## src/rtl/unsigned_div_16x8.sv

```systemverilog
// unsigned_div_16x8
// -----------------------------------------------------------------------------
// Sequential unsigned restoring divider: X = C / A, R = C % A. It recovers the
// multiplicand from an 8x8 multiplier product and a known constant. It produces
// one quotient bit per clock through a single shared subtractor.
//
// Ports:
//   clk          system clock, rising edge
//   rst_n        asynchronous active-low reset
//   in_valid     dividend/divisor presented
//   in_ready     high only in IDLE; block can accept an operation
//   C  [DW-1:0]  unsigned dividend
//   A  [VW-1:0]  unsigned divisor
//   out_valid    result held valid (DONE state)
//   out_ready    consumer accepts result
//   X  [DW-1:0]  quotient (all ones on divide by zero)
//   R  [VW-1:0]  remainder (C[VW-1:0] on divide by zero)
//   div_by_zero  set with the result when A was 0
// -----------------------------------------------------------------------------
module unsigned_div_16x8 #(
    parameter int DW = 16,
    parameter int VW = 8
) (
    input  logic          clk,
    input  logic          rst_n,
    input  logic          in_valid,
    output logic          in_ready,
    input  logic [DW-1:0] C,
    input  logic [VW-1:0] A,
    output logic          out_valid,
    input  logic          out_ready,
    output logic [DW-1:0] X,
    output logic [VW-1:0] R,
    output logic          div_by_zero
);

    localparam int CW = $clog2(DW);

    localparam logic [1:0] IDLE = 2'd0;
    localparam logic [1:0] CALC = 2'd1;
    localparam logic [1:0] DONE = 2'd2;

    logic [1:0]    state;
    logic [CW-1:0] counter;
    logic [VW-1:0] divisor_reg;
    logic [DW-1:0] dividend_work;
    logic [DW-1:0] quot_work;
    logic [VW:0]   rem_work;

    logic [VW:0]   trial;
    logic          trial_ge;
    logic [VW:0]   rem_next;
    logic [DW-1:0] quot_next;

    assign in_ready  = (state == IDLE);
    assign out_valid = (state == DONE);

    // One restoring step: bring down the next dividend bit, subtract the divisor
    // if it fits. The partial remainder always stays below A, so its top bit is
    // zero between steps. ORing it in only keeps the compare well defined.
    always_comb begin
        trial     = {rem_work[VW-1:0], dividend_work[DW-1]};
        trial_ge  = rem_work[VW] | (trial >= {1'b0, divisor_reg});
        rem_next  = trial_ge ? (trial - {1'b0, divisor_reg}) : trial;
        quot_next = {quot_work[DW-2:0], trial_ge};
    end

    // Control plus datapath. Working registers are separate from X/R, so the
    // visible result only changes on the final iteration or on a divide by zero.
    always_ff @(posedge clk or negedge rst_n) begin
        if (!rst_n) begin
            state         <= IDLE;
            counter       <= '0;
            divisor_reg   <= '0;
            dividend_work <= '0;
            quot_work     <= '0;
            rem_work      <= '0;
            X             <= '0;
            R             <= '0;
            div_by_zero   <= 1'b0;
        end else begin
            case (state)
                IDLE: begin
                    if (in_valid) begin
                        divisor_reg   <= A;
                        dividend_work <= C;
                        if (A != '0) begin
                            rem_work    <= '0;
                            quot_work   <= '0;
                            counter     <= '0;
                            div_by_zero <= 1'b0;
                            state       <= CALC;
                        end else begin
                            X           <= '1;
                            R           <= C[VW-1:0];
                            div_by_zero <= 1'b1;
                            state       <= DONE;
                        end
                    end
                end
                CALC: begin
                    dividend_work <= dividend_work << 1;
                    rem_work      <= rem_next;
                    quot_work     <= quot_next;
                    counter       <= counter + 1'b1;
                    if (counter == CW'(DW - 1)) begin
                        X     <= quot_next;
                        R     <= rem_next[VW-1:0];
                        state <= DONE;
                    end
                end
                DONE: begin
                    if (out_ready) begin
                        state <= IDLE;
                    end
                end
                default: state <= IDLE;
            endcase
        end
    end

endmodule

```

## config.mk

```make
export PLATFORM = sky130hd
export DESIGN_NAME = unsigned_div_16x8
export DESIGN_NICKNAME = d
export VERILOG_FILES = /design/src/rtl/unsigned_div_16x8.sv
export SDC_FILE = /design/constraint.sdc
export NUM_CORES = 1
export LEC_CHECK = 0
export BUFFER_PORTS_ARGS = -buffer_cell sky130_fd_sc_hd__clkbuf_2
export CAP_MARGIN = 5
export CORE_MARGIN = 4
export CORE_UTILIZATION = 57
export CTS_CLUSTER_SIZE = 20
export DETAILED_ROUTE_END_ITERATION = 8
export GPL_TIMING_DRIVEN = 0
export PLACE_DENSITY = 0.83
export SYNTH_ARGS = -nofsm -noshare
export SYNTH_HDL_FRONTEND = slang
export SYNTH_SLANG_ARGS = --single-unit
```

## constraint.sdc

```tcl
create_clock -name clk -period 2.84 [get_ports clk]
set_input_delay 0.284 -clock clk [delete_from_list [all_inputs] [get_ports clk]]
set_output_delay 0.284 -clock clk [all_outputs]
set_load 0.01 [all_outputs]
```

==> results of run 1 <==
==> placed cells by master (no fill, tap or decap), types with 8 or more instances in the layout <==
cell type | netlist | routed
a21oi_1 | 21 | 21
a22o_1 | 17 | 17
a22oi_1 | 17 | 17
buf_2 | 8 | 8
clkbuf_1 | 12 | 13
clkbuf_2 | 0 | 53
clkbuf_8 | 0 | 13
dfrtp_1 | 79 | 79
ha_1 | 9 | 9
inv_1 | 13 | 13
nand2_1 | 27 | 27
nor2_1 | 11 | 11
nor2b_1 | 22 | 22
o21ai_0 | 23 | 23
o21ai_1 | 9 | 9
o22a_1 | 16 | 16
o31ai_1 | 8 | 8
==> worst max path at each step <==
stage | from | endpoint | slack [ns] | cells past startpoint
final | dividend_work[15]$_DFFE_PN0P_ | rem_work[6]$_DFFE_PN0P_ | 0.42 | 8
after global routing | dividend_work[15]$_DFFE_PN0P_ | rem_work[6]$_DFFE_PN0P_ | 0.23 | 8
after CTS | dividend_work[15]$_DFFE_PN0P_ | rem_work[6]$_DFFE_PN0P_ | 0.43 | 8
after detailed placement | dividend_work[15]$_DFFE_PN0P_ | rem_work[6]$_DFFE_PN0P_ | 0.44 | 8
after global placement | dividend_work[15]$_DFFE_PN0P_ | rem_work[6]$_DFFE_PN0P_ | 0.47 | 8
after floorplan | divisor_reg[0]$_DFFE_PN0P_ | rem_work[6]$_DFFE_PN0P_ | 0.70 | 7
==> layer usage <==
layer	track usage [%]	up-vias
met5	0	-
met2	35.5	98
met1	32.0	1557
li1	-	1500
met3	4.58	16
met4	8.80	0
==> power by group <==
group,total [mW],switching (mW),internal (mW)
Combinational,2.78,1.57,1.21
Sequential,2.00,0.357,1.64
Clock,0.814,0.401,0.413
==> worst min-delay path, delay by kind of cell <==
kind                   cells  cell delay, ns
buffers and inverters      1            0.10
AO/OA/AOI/OAI              1            0.05
AND/OR/NAND/NOR            1            0.06
==> cell families after synthesis <==
| group | share of synthesized area [%] |
|---|---|
| AO/OA/AOI/OAI | 26.5 |
| XOR/XNOR | 0.674 |
| adder cells (fa/ha/maj) | 3.40 |
| buffers and inverters | 4.30 |
| flip-flops | 50.7 |
| multiplexers | 1.61 |
| AND/OR/NAND/NOR | 12.7 |
==> area by class of cell <==
type,count,area [sq um]
well taps,77,96.3
fillers,503,2000
plain buffers,24,119
clock buffers,14,183
flip-flops and latches,79,1980
clock inverters,2,12.5
repair buffers,56,310
inverters,13,48.8
multi-input cells,253,1750
==> impl_metrics.tcl, run 1 <==
set metrics [dict create \
    synth-edff-count 0 \
    p_leak_nw 2.02 \
    post_cts_buffers 0 \
    drv_slew 0 \
    hp-class "in -> reg" \
    placementRows 29 \
    area_growth_pct 15.4 \
    rr_worst_depth 8 \
    route.detailed.drc 0 \
    vdd_ir_drop_max_mv 0.410 \
    routed_wl_microns 9090 \
    rsz0062_at_grt "false" \
    powerDensity_mw_per_mm2 1240 \
    antenna_found_initial 0 \
    gp_congestion 0.866 \
    crit_required_ns 3.05 \
    path_cells "inv_1 > ha_1 > fa_1 > nand2b_1 > a211oi_1 > mux2_2 > o22ai_1 > o211ai_1" \
    synth_most_common_cell "dfrtp_1" \
    grt_max_degree 63 \
    status "complete, no violations" \
    worst_hold_slack_ns 0.181 \
    io_buffers 54 \
    holdPathStages 3 \
    wire_per_inst_microns 17.5 \
    vias 3171 \
    cts_buffers 9 \
    yosysTopAreaCell "dfrtp_1" \
    highest_layer "met4" \
    start_kind "flop" \
    ys_warn_count 0 \
    synth.top_cell.area_share_pct 50.7 \
    pre_cts_slack_ns 0.439 \
    grt_usage_pct 23.0 \
    hold_violations 0 \
    post_cts_resized 0 \
    viasPerCell 6.12 \
    fin_nets 474 \
    place_hpwl_microns 6630 \
    final_antenna_net_count 0 \
    gr-total-overflow 0 \
    regToRegSetupSlack_ns 0.42 \
    async_flop_share_pct 100 \
    clock_latency_ns 0.35 \
    placed_cell_area_sq_mm 0.00429 \
    synth-seq-area-share_pct 50.7 \
    cp_max_fo 3 \
    slowest_delay_ns 0.39 \
    syn_inst 369 \
    criticalPathCategory "reg -> reg" \
    routed-wl-met3_microns 373 \
    htree_levels 3 \
    avgSynthCellArea_sq_um 10.6 \
    max_freq_mhz 413 \
    clk_pin_slew_worst_paths_ns 0.08 \
    initialDrtViolationCount 317 \
    final_area_sq_mm 0.00450 \
    dr.pass1.iters 5 \
    fin_setup_tns_ns 0 \
    dieWidth_microns 90.7 \
    path_buf_inv 1 \
    cts_tree "yes" \
    cpLargestDelayFamily "compound AO/OA/AOI/OAI gates" \
    cts-root-buf "clkbuf_8" \
    syn_nets 407 \
    ys_seq_elements 79 \
    synth_ff_type "dfrtp_1" \
    grt_pass1_vias 3222 \
    die_area_sq_mm 0.00822 \
    worstPathArrival_ns 2.64 \
    worst_pin_slew_ns 0.548 \
    ctsHoldBuffers 1 \
    antennaDiodeCount 0 \
    setup_viol 0 \
    route.met2.wl_microns 4360 \
    slowest_stage "fa_1" \
    synthesis.area_sq_mm 0.00390 \
    clock_sinks 79 \
    clock-skew-final_ns 0.00739 \
    whs_endpoint "divisor_reg[2]$_DFFE_PN0P_" \
    hold_path_startpoint "A[2]" \
    cts.path.max_buffers 2 \
    finalPower_mw 5.59 \
    dieHeight_microns 90.7 \
    m1WireLength_microns 4210 \
    min_period_ns 2.42 \
    r2r_end "rem_work[6]$_DFFE_PN0P_" \
    drv_cap 0 \
    dpl.cell_count 501 \
    slew_headroom_pct 63.5 \
    drive_gt1_share_pct 21.5 \
    largestRegisters "X (16), dividend_work (16), quot_work (15)" \
    final_util_pct 69.3 \
    initial_core_util_pct 60.0 \
    synthTopCellsByCount "79 x dfrtp_1, 27 x nand2_1, 23 x o21ai_0" \
    synthTopCellsByArea "dfrtp_1 51%, a22o_1 3.8%, o22a_1 3.6%, nor2b_1 3.5%, a22oi_1 3.3%" \
    ys_types 54 \
    grt_pass1_wl_microns 15300 \
    core_region_area_sq_mm 0.00649 \
    layout.cells.non_filler 518 \
    r2r-start "dividend_work[15]$_DFFE_PN0P_" \
    setup_ws_ns 0.417 \
    end_kind "flop" \
    pin_count 55 \
    finalCritPeriodShare_pct 85.3 \
]
Note: power is estimated with default switching activity, not from simulation.
==> run 2, diff against run 1 <==
CORE_UTILIZATION = 52   (was 57)
PLACE_DENSITY = 0.8   (was 0.83)
clock period = 2 ns   (was 2.84 ns; I/O delays follow)
==> run 2 against run 1 <==
Net effect: the flow now finishes with violations (negative setup slack); non-clock buffer count is 26 higher; global-route usage is 0.17 points higher; combinational power is 110% higher; first-iteration DRC count is 26% lower; sequential share of layout area is 4.1 points lower; wire length is 12% higher; sequential power is 43% higher; critical path depth is 1 lower; setup slack worse by 0.56 ns; maximum frequency is 13% higher; largest cell class unchanged; critical endpoint is now R[5]$_DFFE_PN0P_.
==> impl_metrics.tcl, run 2 (synthesis results as in run 1) <==
set metrics [dict create \
    path_cells "ha_4 > nand2b_4 > a211oi_4 > o221ai_4 > buf_4 > a22oi_1 > o31ai_1" \
    clock_latency_ns 0.35 \
    pin_count 55 \
    rsz0062_at_grt "true" \
    criticalPathCategory "reg -> reg" \
    clock-skew-final_ns 0.00792 \
    end_kind "flop" \
    dieWidth_microns 94.6 \
    place_hpwl_microns 6680 \
    core_region_area_sq_mm 0.00725 \
    die_area_sq_mm 0.00894 \
    dr.pass1.iters 5 \
    placed_cell_area_sq_mm 0.00435 \
    worst_pin_slew_ns 0.572 \
    cts.path.max_buffers 2 \
    antennaDiodeCount 0 \
    grt_pass1_wl_microns 16300 \
    slowest_delay_ns 0.44 \
    worst_hold_slack_ns 0.0877 \
    setup_ws_ns -0.146 \
    routed_wl_microns 10100 \
    clk_pin_slew_worst_paths_ns 0.09 \
    hold_violations 0 \
    max_freq_mhz 466 \
    cts_buffers 9 \
    viasPerCell 5.91 \
    crit_required_ns 2.22 \
    final_area_sq_mm 0.00496 \
    clock_sinks 79 \
    hold_path_startpoint "A[2]" \
    cts-root-buf "clkbuf_8" \
    min_period_ns 2.15 \
    gp_congestion 0.881 \
    r2r-start "rem_work[0]$_DFFE_PN0P_" \
    drv_slew 0 \
    fin_nets 500 \
    nFillCells 547 \
    hp-class "in -> reg" \
    drive_gt1_share_pct 33.2 \
    multi_input_area_sq_mm 0.00196 \
    cp_max_fo 5 \
    setup_viol 17 \
    vdd_ir_drop_max_mv 0.702 \
    status "complete, but fails checks" \
    area_growth_pct 27.3 \
    drv_cap 0 \
    gr-total-overflow 0 \
    cts_tree "yes" \
    dieHeight_microns 94.6 \
    layout.cells.non_filler 566 \
    slew_headroom_pct 61.8 \
    grt_max_degree 61 \
    critical_path.startpoint "rem_work[0]$_DFFE_PN0P_" \
    worstPathArrival_ns 2.37 \
    finalCritPeriodShare_pct 107 \
    initial_core_util_pct 53.7 \
    grt_usage_pct 23.1 \
    antenna_found_initial 0 \
    largestRegisters "X (16), dividend_work (16), quot_work (15)" \
    violations "negative setup slack" \
    layout_common_cells "79 x dfrtp_1, 55 x clkbuf_2, 26 x buf_4" \
    p_leak_nw 2.20 \
    wire_per_inst_microns 17.9 \
    placementRows 31 \
    regArea_sq_mm 0.00198 \
    grt_pass1_vias 3351 \
    start_kind "flop" \
    htree_levels 3 \
    dpl.cell_count 523 \
    layout_commonest_cell "dfrtp_1" \
    io_buffers 54 \
    initialDrtViolationCount 235 \
    slowest_stage "dfrtp_1" \
    vias 3344 \
    route.detailed.drc 0 \
    final_antenna_net_count 0 \
    powerDensity_mw_per_mm2 1990 \
]
[run 2: what timing repair did]
action	in CTS	in global routing
hold buffers	1	0
setup endpoints to repair	20	44
buffers inserted	16	12
gates resized for setup	21	23
hold endpoints to repair	19	0
pin swaps	13	9
[run 2: cell type report]
type                            count  area share (%)
Clock buffer                        9            2.50
Buffer                             22            2.42
Clock inverter                      7            1.56
Sequential cell                    79            39.9
Multi-Input combinational cell    253            39.5
Tap cell                           99            2.50
Inverter                           13           0.984
Timing Repair Buffer               84            10.7
[run 2: worst max-delay path: cells and delay by family, from the launching register on]
family / cells / cell delay (ns)
AND/OR/NAND/NOR: 1 / 0.06
flip-flops: 1 / 0.44
adder cells (fa/ha/maj): 1 / 0.30
AO/OA/AOI/OAI: 4 / 1.01
buffers and inverters: 1 / 0.19
[run 2: path summary, 6_finish.rpt]
kind                            slack [ns]  cells past startpoint                      endpoint
max in group asynchronous             1.13                      3  dividend_work[3]$_DFFE_PN0P_
worst max register to register       -0.15                      7              R[5]$_DFFE_PN0P_
worst min-delay path                  0.09                      3    divisor_reg[2]$_DFFE_PN0P_
worst max-delay path                 -0.15                      7              R[5]$_DFFE_PN0P_
worst min register to register        0.50                      1       rem_work[8]$_DFFE_PN0P_
min in group asynchronous             0.29                      2       div_by_zero$_DFFE_PN0P_
[run 2: layer usage]
metal / GRT usage, % / part of all wire, %
met3: 4.14 / 5.4
met5: 0 / 0
met1: 30.7 / 44
met4: 9.74 / 2.3
met2: 37.5 / 49
[run 2: report_power, final]
group / leakage (nW) / switching [mW] / internal [mW]
Sequential: 0.975 / 0.534 / 2.33
Clock: 0.101 / 0.635 / 0.592
Combinational: 1.13 / 2.96 / 2.82
[run 2: per-stage QoR]
stage	TNS [ns]	power (mW)	utilization [%]	setup slack, ns
4_1_cts	-0.110	8.96	66.1	-0.0523
6_report	-1.42	9.87	68.4	-0.146
2_1_floorplan	0	5.78	-	0.00948
3_5_place_dp	-1.61	6.88	59.9	-0.186
5_1_grt	-2.42	10.5	68.4	-0.209
3_3_place_gp	-1.93	6.72	59.5	-0.165
